`src/rtl/load_fwd_buffer_if.sv`:
```
// Writeback-side load forwarding bus: push, pipeline control, two lookups and oldest-entry view.
// The master side is the pipeline; the slave side is load_fwd_buffer.
interface load_fwd_buffer_if #(
    parameter int XLEN  = 32,
    parameter int DEPTH = 2,
    parameter int AW    = 5,
    parameter int CW    = $clog2(DEPTH + 1)
);
    logic            stall;
    logic            flush;
    logic            push_we;
    logic [AW-1:0]   push_rd;
    logic [XLEN-1:0] push_data;
    logic [AW-1:0]   rs1;
    logic [AW-1:0]   rs2;
    logic            hit1;
    logic [XLEN-1:0] data1;
    logic            hit2;
    logic [XLEN-1:0] data2;
    logic            old_we;
    logic [AW-1:0]   old_rd;
    logic [XLEN-1:0] old_data;
    logic [CW-1:0]   count;

    modport master (
        output stall, flush, push_we, push_rd, push_data, rs1, rs2,
        input  hit1, data1, hit2, data2, old_we, old_rd, old_data, count
    );

    modport slave (
        input  stall, flush, push_we, push_rd, push_data, rs1, rs2,
        output hit1, data1, hit2, data2, old_we, old_rd, old_data, count
    );
endinterface

```
`src/rtl/load_fwd_buffer.sv`:
```
// Age-ordered buffer of the last DEPTH writeback loads with two youngest-match forwarding lookups.
// Optional macro LFB_BYPASS_EN: lookups also see the live, unstalled push in the same cycle.
module load_fwd_buffer #(
    parameter int XLEN  = 32,
    parameter int DEPTH = 2,
    parameter int AW    = 5
) (
    input  logic clk,
    input  logic reset,
    load_fwd_buffer_if.slave bus
);
    localparam int CW = $clog2(DEPTH + 1);

    typedef struct packed {
        logic            valid;
        logic [AW-1:0]   rd;
        logic [XLEN-1:0] data;
    } entry_t;

    entry_t entries [DEPTH];

    // Writes to x0 are never forwarded, so they are stored as invalid.
    logic push_valid;
    assign push_valid = bus.push_we && (bus.push_rd != '0);

    // NOTE: the entries are ordinary flops feeding combinational lookups, so every one is
    // reset (not just the valid bits) and all state updates use non-blocking assignments.
    always_ff @(posedge clk or negedge reset) begin
        if (!reset) begin
            for (int i = 0; i < DEPTH; i++) entries[i] <= '0;
        end else if (bus.flush) begin
            for (int i = 0; i < DEPTH; i++) entries[i].valid <= 1'b0;
        end else if (!bus.stall) begin
            for (int i = DEPTH - 1; i > 0; i--) entries[i] <= entries[i-1];
            entries[0] <= '{valid: push_valid, rd: bus.push_rd, data: bus.push_data};
        end
    end

    logic            hit1_c;
    logic            hit2_c;
    logic [XLEN-1:0] data1_c;
    logic [XLEN-1:0] data2_c;
    logic [CW-1:0]   count_c;

    // NOTE: every combinational output gets a default first so no latch can be inferred.
    always_comb begin
        hit1_c  = 1'b0;
        hit2_c  = 1'b0;
        data1_c = '0;
        data2_c = '0;
        count_c = '0;
        // Oldest to youngest, so the lowest matching index is written last and wins.
        for (int i = DEPTH - 1; i >= 0; i--) begin
            count_c = count_c + CW'(entries[i].valid);
            if (entries[i].valid && entries[i].rd == bus.rs1 && bus.rs1 != '0) begin
                hit1_c  = 1'b1;
                data1_c = entries[i].data;
            end
            if (entries[i].valid && entries[i].rd == bus.rs2 && bus.rs2 != '0) begin
                hit2_c  = 1'b1;
                data2_c = entries[i].data;
            end
        end
`ifdef LFB_BYPASS_EN
        // A live push that will actually be captured beats every stored entry.
        if (push_valid && !bus.stall && !bus.flush) begin
            if (bus.push_rd == bus.rs1) begin
                hit1_c  = 1'b1;
                data1_c = bus.push_data;
            end
            if (bus.push_rd == bus.rs2) begin
                hit2_c  = 1'b1;
                data2_c = bus.push_data;
            end
        end
`endif
    end

    assign bus.hit1     = hit1_c;
    assign bus.data1    = data1_c;
    assign bus.hit2     = hit2_c;
    assign bus.data2    = data2_c;
    assign bus.count    = count_c;
    assign bus.old_we   = entries[DEPTH-1].valid;
    assign bus.old_rd   = entries[DEPTH-1].rd;
    assign bus.old_data = entries[DEPTH-1].data;
endmodule
```
`src/flat_wrapper.sv`:
```
// flat-port wrapper written by rule: the top's interface ports become plain ports
module load_fwd_buffer_flat 
#(
    parameter int XLEN  = 32,
    parameter int DEPTH = 2,
    parameter int AW    = 5
)
  (clk, reset, bus_stall, bus_flush, bus_push_we, bus_push_rd, bus_push_data, bus_rs1, bus_rs2, bus_hit1, bus_data1, bus_hit2, bus_data2, bus_old_we, bus_old_rd, bus_old_data, bus_count);
  load_fwd_buffer_if #(.XLEN(XLEN), .DEPTH(DEPTH), .AW(AW)) bus_i ();
  input  logic clk;
  input  logic reset;
  input wire logic [$bits(bus_i.stall)-1:0] bus_stall;
  input wire logic [$bits(bus_i.flush)-1:0] bus_flush;
  input wire logic [$bits(bus_i.push_we)-1:0] bus_push_we;
  input wire logic [$bits(bus_i.push_rd)-1:0] bus_push_rd;
  input wire logic [$bits(bus_i.push_data)-1:0] bus_push_data;
  input wire logic [$bits(bus_i.rs1)-1:0] bus_rs1;
  input wire logic [$bits(bus_i.rs2)-1:0] bus_rs2;
  output wire logic [$bits(bus_i.hit1)-1:0] bus_hit1;
  output wire logic [$bits(bus_i.data1)-1:0] bus_data1;
  output wire logic [$bits(bus_i.hit2)-1:0] bus_hit2;
  output wire logic [$bits(bus_i.data2)-1:0] bus_data2;
  output wire logic [$bits(bus_i.old_we)-1:0] bus_old_we;
  output wire logic [$bits(bus_i.old_rd)-1:0] bus_old_rd;
  output wire logic [$bits(bus_i.old_data)-1:0] bus_old_data;
  output wire logic [$bits(bus_i.count)-1:0] bus_count;
  assign bus_i.stall = bus_stall;
  assign bus_i.flush = bus_flush;
  assign bus_i.push_we = bus_push_we;
  assign bus_i.push_rd = bus_push_rd;
  assign bus_i.push_data = bus_push_data;
  assign bus_i.rs1 = bus_rs1;
  assign bus_i.rs2 = bus_rs2;
  assign bus_hit1 = bus_i.hit1;
  assign bus_data1 = bus_i.data1;
  assign bus_hit2 = bus_i.hit2;
  assign bus_data2 = bus_i.data2;
  assign bus_old_we = bus_i.old_we;
  assign bus_old_rd = bus_i.old_rd;
  assign bus_old_data = bus_i.old_data;
  assign bus_count = bus_i.count;
  load_fwd_buffer #(.XLEN(XLEN), .DEPTH(DEPTH), .AW(AW)) u_core (.clk(clk), .reset(reset), .bus(bus_i));
endmodule
```
`config.mk`:
```
export PLATFORM = sky130hd
export DESIGN_NAME = load_fwd_buffer_flat
export DESIGN_NICKNAME = d
export VERILOG_FILES = /design/src/rtl/load_fwd_buffer_if.sv /design/src/rtl/load_fwd_buffer.sv /design/src/flat_wrapper.sv
export SDC_FILE = /design/constraint.sdc
export NUM_CORES = 1
export LEC_CHECK = 0
export CAP_MARGIN = 20
export CELL_PAD_IN_SITES_DETAIL_PLACEMENT = 0
export CELL_PAD_IN_SITES_GLOBAL_PLACEMENT = 1
export CORE_MARGIN = 1
export CORE_UTILIZATION = 40
export CTS_CLUSTER_SIZE = 24
export DETAILED_ROUTE_END_ITERATION = 7
export HOLD_SLACK_MARGIN = 0.05
export PLACE_DENSITY_LB_ADDON = 0.05
export SKIP_LAST_GASP = 1
export SYNTH_ARGS = -nofsm -noshare
export SYNTH_HDL_FRONTEND = slang
export SYNTH_SLANG_ARGS = --single-unit
```
`constraint.sdc`:
```
create_clock -name clk -period 4.1 [get_ports clk]
set_input_delay 0.82 -clock clk [delete_from_list [all_inputs] [get_ports clk]]
set_output_delay 0.82 -clock clk [all_outputs]
set_load 0.01 [all_outputs]
```
Yosys cells after proc, flatten, opt, wreduce, memory -nomap -nowiden

Index checks and enable logic that the tools add are counted.

Register bits: 76
Output and inout bits: 106
Word-level logic and storage cells: 38
Input bits: 52

Equal/unequal tests: 5
Reduce and logical (&&, ||, !) cells: 13
Muxes and demuxes: 11
Bitwise gates (word level): 2
Add/sub/neg operators: 1

Operators by type and width:

| cell                                                            | number |
|---|---|
| 32-bit two-way mux                                              | 4 |
| 76-bit two-way mux                                              | 1 |
| 5-bit == test                                                   | 4 |
| 5-bit nonzero test                                              | 3 |
| 1-bit logical AND                                               | 9 |
| 1-bit two-way mux                                               | 6 |
| 1-bit by 1-bit adder with 2-bit output                          | 1 |
| 2-bit by 1-bit != test with 1-bit output, second input constant | 1 |
| 1-bit inverter                                                  | 2 |
| 2-bit AND reduction                                             | 1 |

Depth between registers and ports, before layout

Depth after elaboration: 5
Gate-level depth with buffers: 6
Depth with buffers taken out: 4

Least setup slack after synthesis

No wires, ideal clock.

Path type: input to output
Start: input bus_rs1[1]
End: output bus_data1[10]
Buffers on the path: 2
Data arrival time: 2.222 ns
Path slack: 1.058 ns
Stages: 6
Required time: 3.280 ns
Cells stage by stage: or4_4 > nor2_4 > or4_4 > buf_6 > buf_6 > mux2_4

Word-level cells in the longest chain between the ends: 5
Elaborated cells between the ends (all ways): 9
Classes of those cells: 2 x eq/ne; 2 x mux; 5 x reduce/logical

RTL lines:

| what                            | RTL line              | source |
|---|---|---|
| start, declared                 | flat_wrapper.sv:17    | `input wire logic [$bits(bus_i.rs1)-1:0] bus_rs1;` |
| 5-bit == test                   | load_fwd_buffer.sv:55 | `if (entries[i].valid && entries[i].rd == bus.rs1 && bus.rs1 != '0) begin` |
| 1-bit logical AND (2 in series) | load_fwd_buffer.sv:55 |  |
| 32-bit two-way mux              | load_fwd_buffer.sv:55 |  |
| 32-bit two-way mux *            | load_fwd_buffer.sv:55 |  |
| end, declared                   | flat_wrapper.sv:20    | `output wire logic [$bits(bus_i.data1)-1:0] bus_data1;` |

Mark *: on every way between the ends. The rest lies on a longest branch, timed or not.

Final worst setup path

Start: input bus_rs1[1]
End: output bus_data1[1]

The elaborated chain is that of the path after synthesis.

==> summary.md <==
| Metric | Value |
|---|---|
| Outcome | `finished clean` |
| CP max stage delay | `0.58 ns` |
| Setup_tns | `0 ns` |
| Rows | `40` |
| Critical R2R Launch | `u_core.bus.old_rd[2]` |
| Largest net degree at the start of global routing | `77` |
| Iter 0 DRT Violations | `184` |
| WS Path Type | `in -> out` |
| Min Tclk post-route | `4.02 ns` |
| Cells after Synth | `392` |
| Synthesized flop and latch total | `76` |
| Total die area | `0.0131 sq mm` |
| Slew Limit Headroom | `70.8%` |
| RR Endpoint | `u_core.bus.old_rd[2]` |
| Type of the tightest min-delay check | `in -> async` |
| Slowest-stage cell, CP | `or4_4` |
| Commonest non-fill, non-tap cell in the layout | `clkdlybuf4s50_1` |
| TritonCTS clock tree | `built` |
| Post-CTS setup buffers | `0` |
| CTS Buffer Depth | `2` |
| R2R cell count | `1` |
| Pre-Repair DR Iteration Count | `4` |
| I/O Buffers | `157` |
| Worst-margin pin slew | `0.439 ns` |
| Final-report max-slew violation count | `0` |
| GPL Wtd Cong | `0.767` |
| Syn avg cell area | `12.9 sq um` |
| Pwr dens | `360 mW/mm^2` |
| Wirelength per Cell | `19.4 um` |
| Die width | `114 um` |
| Synth cell types | `21` |
| Vias in the first global route | `3,694` |
| Clock Latency Late Sink | `0.34 ns` |
| ANT nets after route | `0` |
| Num Clock Sinks | `76` |
| GR Util All Layers | `21.0%` |
| Avg Vias per Cell | `5.27` |
| Post-synthesis net count | `445` |
| Total Routed Length | `13.2 mm` |
| Placeable Area | `0.0122 sq mm` |
| Critical Path Fanout Max | `19` |
| Max VDD drop | `0.000221 V` |
| Post-synthesis sequential area ratio | `37.7%` |
| Vias post-DR | `3,597` |
| Root Buffer | `clkbuf_16` |
| Max-cap violations | `0` |
| Reg2Reg Setup Slack | `3.25 ns` |
| Clock slew at reported path FFs | `0.06 ns` |
| First-pass GRT wire length | `20.7 mm` |
| Io pins | `158` |
| Crit path required time | `3.28 ns` |
| Grt ovf | `0` |
| Starting Density | `41.5%` |
| CTS H-tree lvls | `3` |
| Highest-count cells in the layout ignoring fill and taps | `clkdlybuf4s50_1 (156), mux2_2 (80), dfrtp_1 (76)` |
| RSZ-0062 raised after global routing | `false` |
| Cts bufs inserted | `9` |
| Fraction of synthesized cell area in xor and xnor cells | `3.47%` |
| Crit path cell chain | `clkdlybuf4s50_1, or4_4, nor2_4, or4_4, buf_12, mux2_2, clkdlybuf4s50_1` |
| Synth warnings | `0` |
| Setup violators final | `0` |
| Synth Area in Simple Gates | `13.5%` |
| Crit end category | `output port` |
| Setup crit start kind | `input port` |
| Share of layout cells above drive strength 1 | `35.4%` |
| Pleak | `2.77 nW` |
| Area growth from synthesis to layout | `37.0%` |
| Compound-Gate Fraction of Synth Area | `0.545%` |
| Ant. Diodes | `0` |
| Final Cycle Share | `98.0%` |
| Fmax | `249 MHz` |
| Initial antenna violation count | `0` |
| Adder-cell share of the synthesized area | `0.248%` |
| Final HPWL DP | `8.64 mm` |
| Critical Path AT | `3.20 ns` |
| Post-synthesis mux area share | `35.3%` |
| Die Y | `114 um` |
| Largest family of logic cells by synthesized area | `multiplexers` |
| DRC violations left | `0` |
| # nets final | `562` |
| Endpoints failing hold | `0` |
| Post-route core utilization | `56.9%` |
| Layout Skew | `0.00734 ns` |
| Syn Std Cell Area | `0.00505 sq mm` |
==> power breakdown <==
group / total, W / switching [W] / internal, W
logic: 0.000658 / 0.000239 / 0.000419
clock network: 0.000788 / 0.000317 / 0.000471
registers: 0.00105 / 0.000150 / 0.000895
total: 0.00249 / 0.000706 / 0.00179
==> worst max-delay path by stage <==
stage / start / end / slack, ns / cells after the start
final: bus_rs1[1] / bus_data1[1] / 0.08 / 7
after global routing: bus_rs1[1] / bus_data1[1] / 0.007 / 7
after CTS: bus_rs1[1] / bus_data1[1] / 0.06 / 7
after detailed placement: bus_rs1[1] / bus_data1[1] / 0.07 / 7
after global placement: bus_rs1[1] / bus_data1[1] / 0.07 / 7
after floorplan: bus_rs1[1] / bus_data1[10] / 1.06 / 6
==> per-stage QoR <==
step	area, sq um	power (W)	hold slack (ns)	setup slack (ns)	instances
6_report	6910	0.00249	0.305	0.0805	682
5_1_grt	6910	0.00261	0.296	0.00653	682
4_1_cts	6880	0.00252	0.550	0.0636	681
3_5_place_dp	6590	0.00172	0.534	0.0706	665
3_3_place_gp	6590	0.00170	0.531	0.0745	665
2_1_floorplan	5050	0.00147	0.511	1.06	392
==> layer usage <==
metal	global-route usage, %	share of wire (%)	up-vias
met1	27.2	45	1812
met3	5.19	5.7	13
li1	-	-	1666
met2	34.1	48	106
met5	0	0	-
met4	7.27	1.5	0
==> repair_timing <==
action,in CTS,in global routing
gates resized for setup,0,1
endpoints found under the setup margin,0,1
hold buffers,0,0
==> cells in the mapped netlist <==
cell type	count	area share (%)
nor4b_1	64	11
xor2_1	4	0.69
or4_4	4	0.89
inv_1	1	0.074
nand2_1	3	0.22
buf_6	8	1.8
nor2_1	2	0.15
xnor2_1	16	2.8
mux2_2	80	18
dfrtp_1	76	38
or4_1	1	0.15
clkbuf_1	26	1.9
nor2_4	2	0.45
buf_4	37	5.5
nand4_1	4	0.50
o31ai_1	2	0.30
mux2_4	58	17
a21oi_1	1	0.099
mux2i_1	1	0.20
o211ai_1	1	0.15
ha_1	1	0.25
==> final cells by class <==
type,instances,area [sq um]
fill,1069,5250
multi-input combinational,244,2690
sequential,76,1900
timing repair buffer,177,1810
clock buffer,10,229
tap,168,210
clock inverter,6,65.1
inverter,1,3.75
==> sequential cells by signal, summed over array words and instances (netlist names) <==
| register | count |
|---|---|
| u_core.entries | 38 |
| u_core.bus.old_data | 32 |
| u_core.bus.old_rd | 5 |
| u_core.bus.old_we | 1 |
==> cells by family (layout without fill, tap and decap cells) <==
family                     count (synthesis)  count (layout)
AOI/OAI and AO/OA                          4               4
xor gates and xnor gates                  20              20
adders and majority gates                  1               1
buffers and inverters                     72             194
DFF                                       76              76
muxes                                    139             139
and+or+nand+nor                           80              80
==> worst max-delay path: cells and delay by family <==
kind,cells,cell delay (ns)
buf+inv,3,1.14
mux,1,0.35
simple gates,3,0.86
Note: power is estimated with default switching activity, not from simulation.
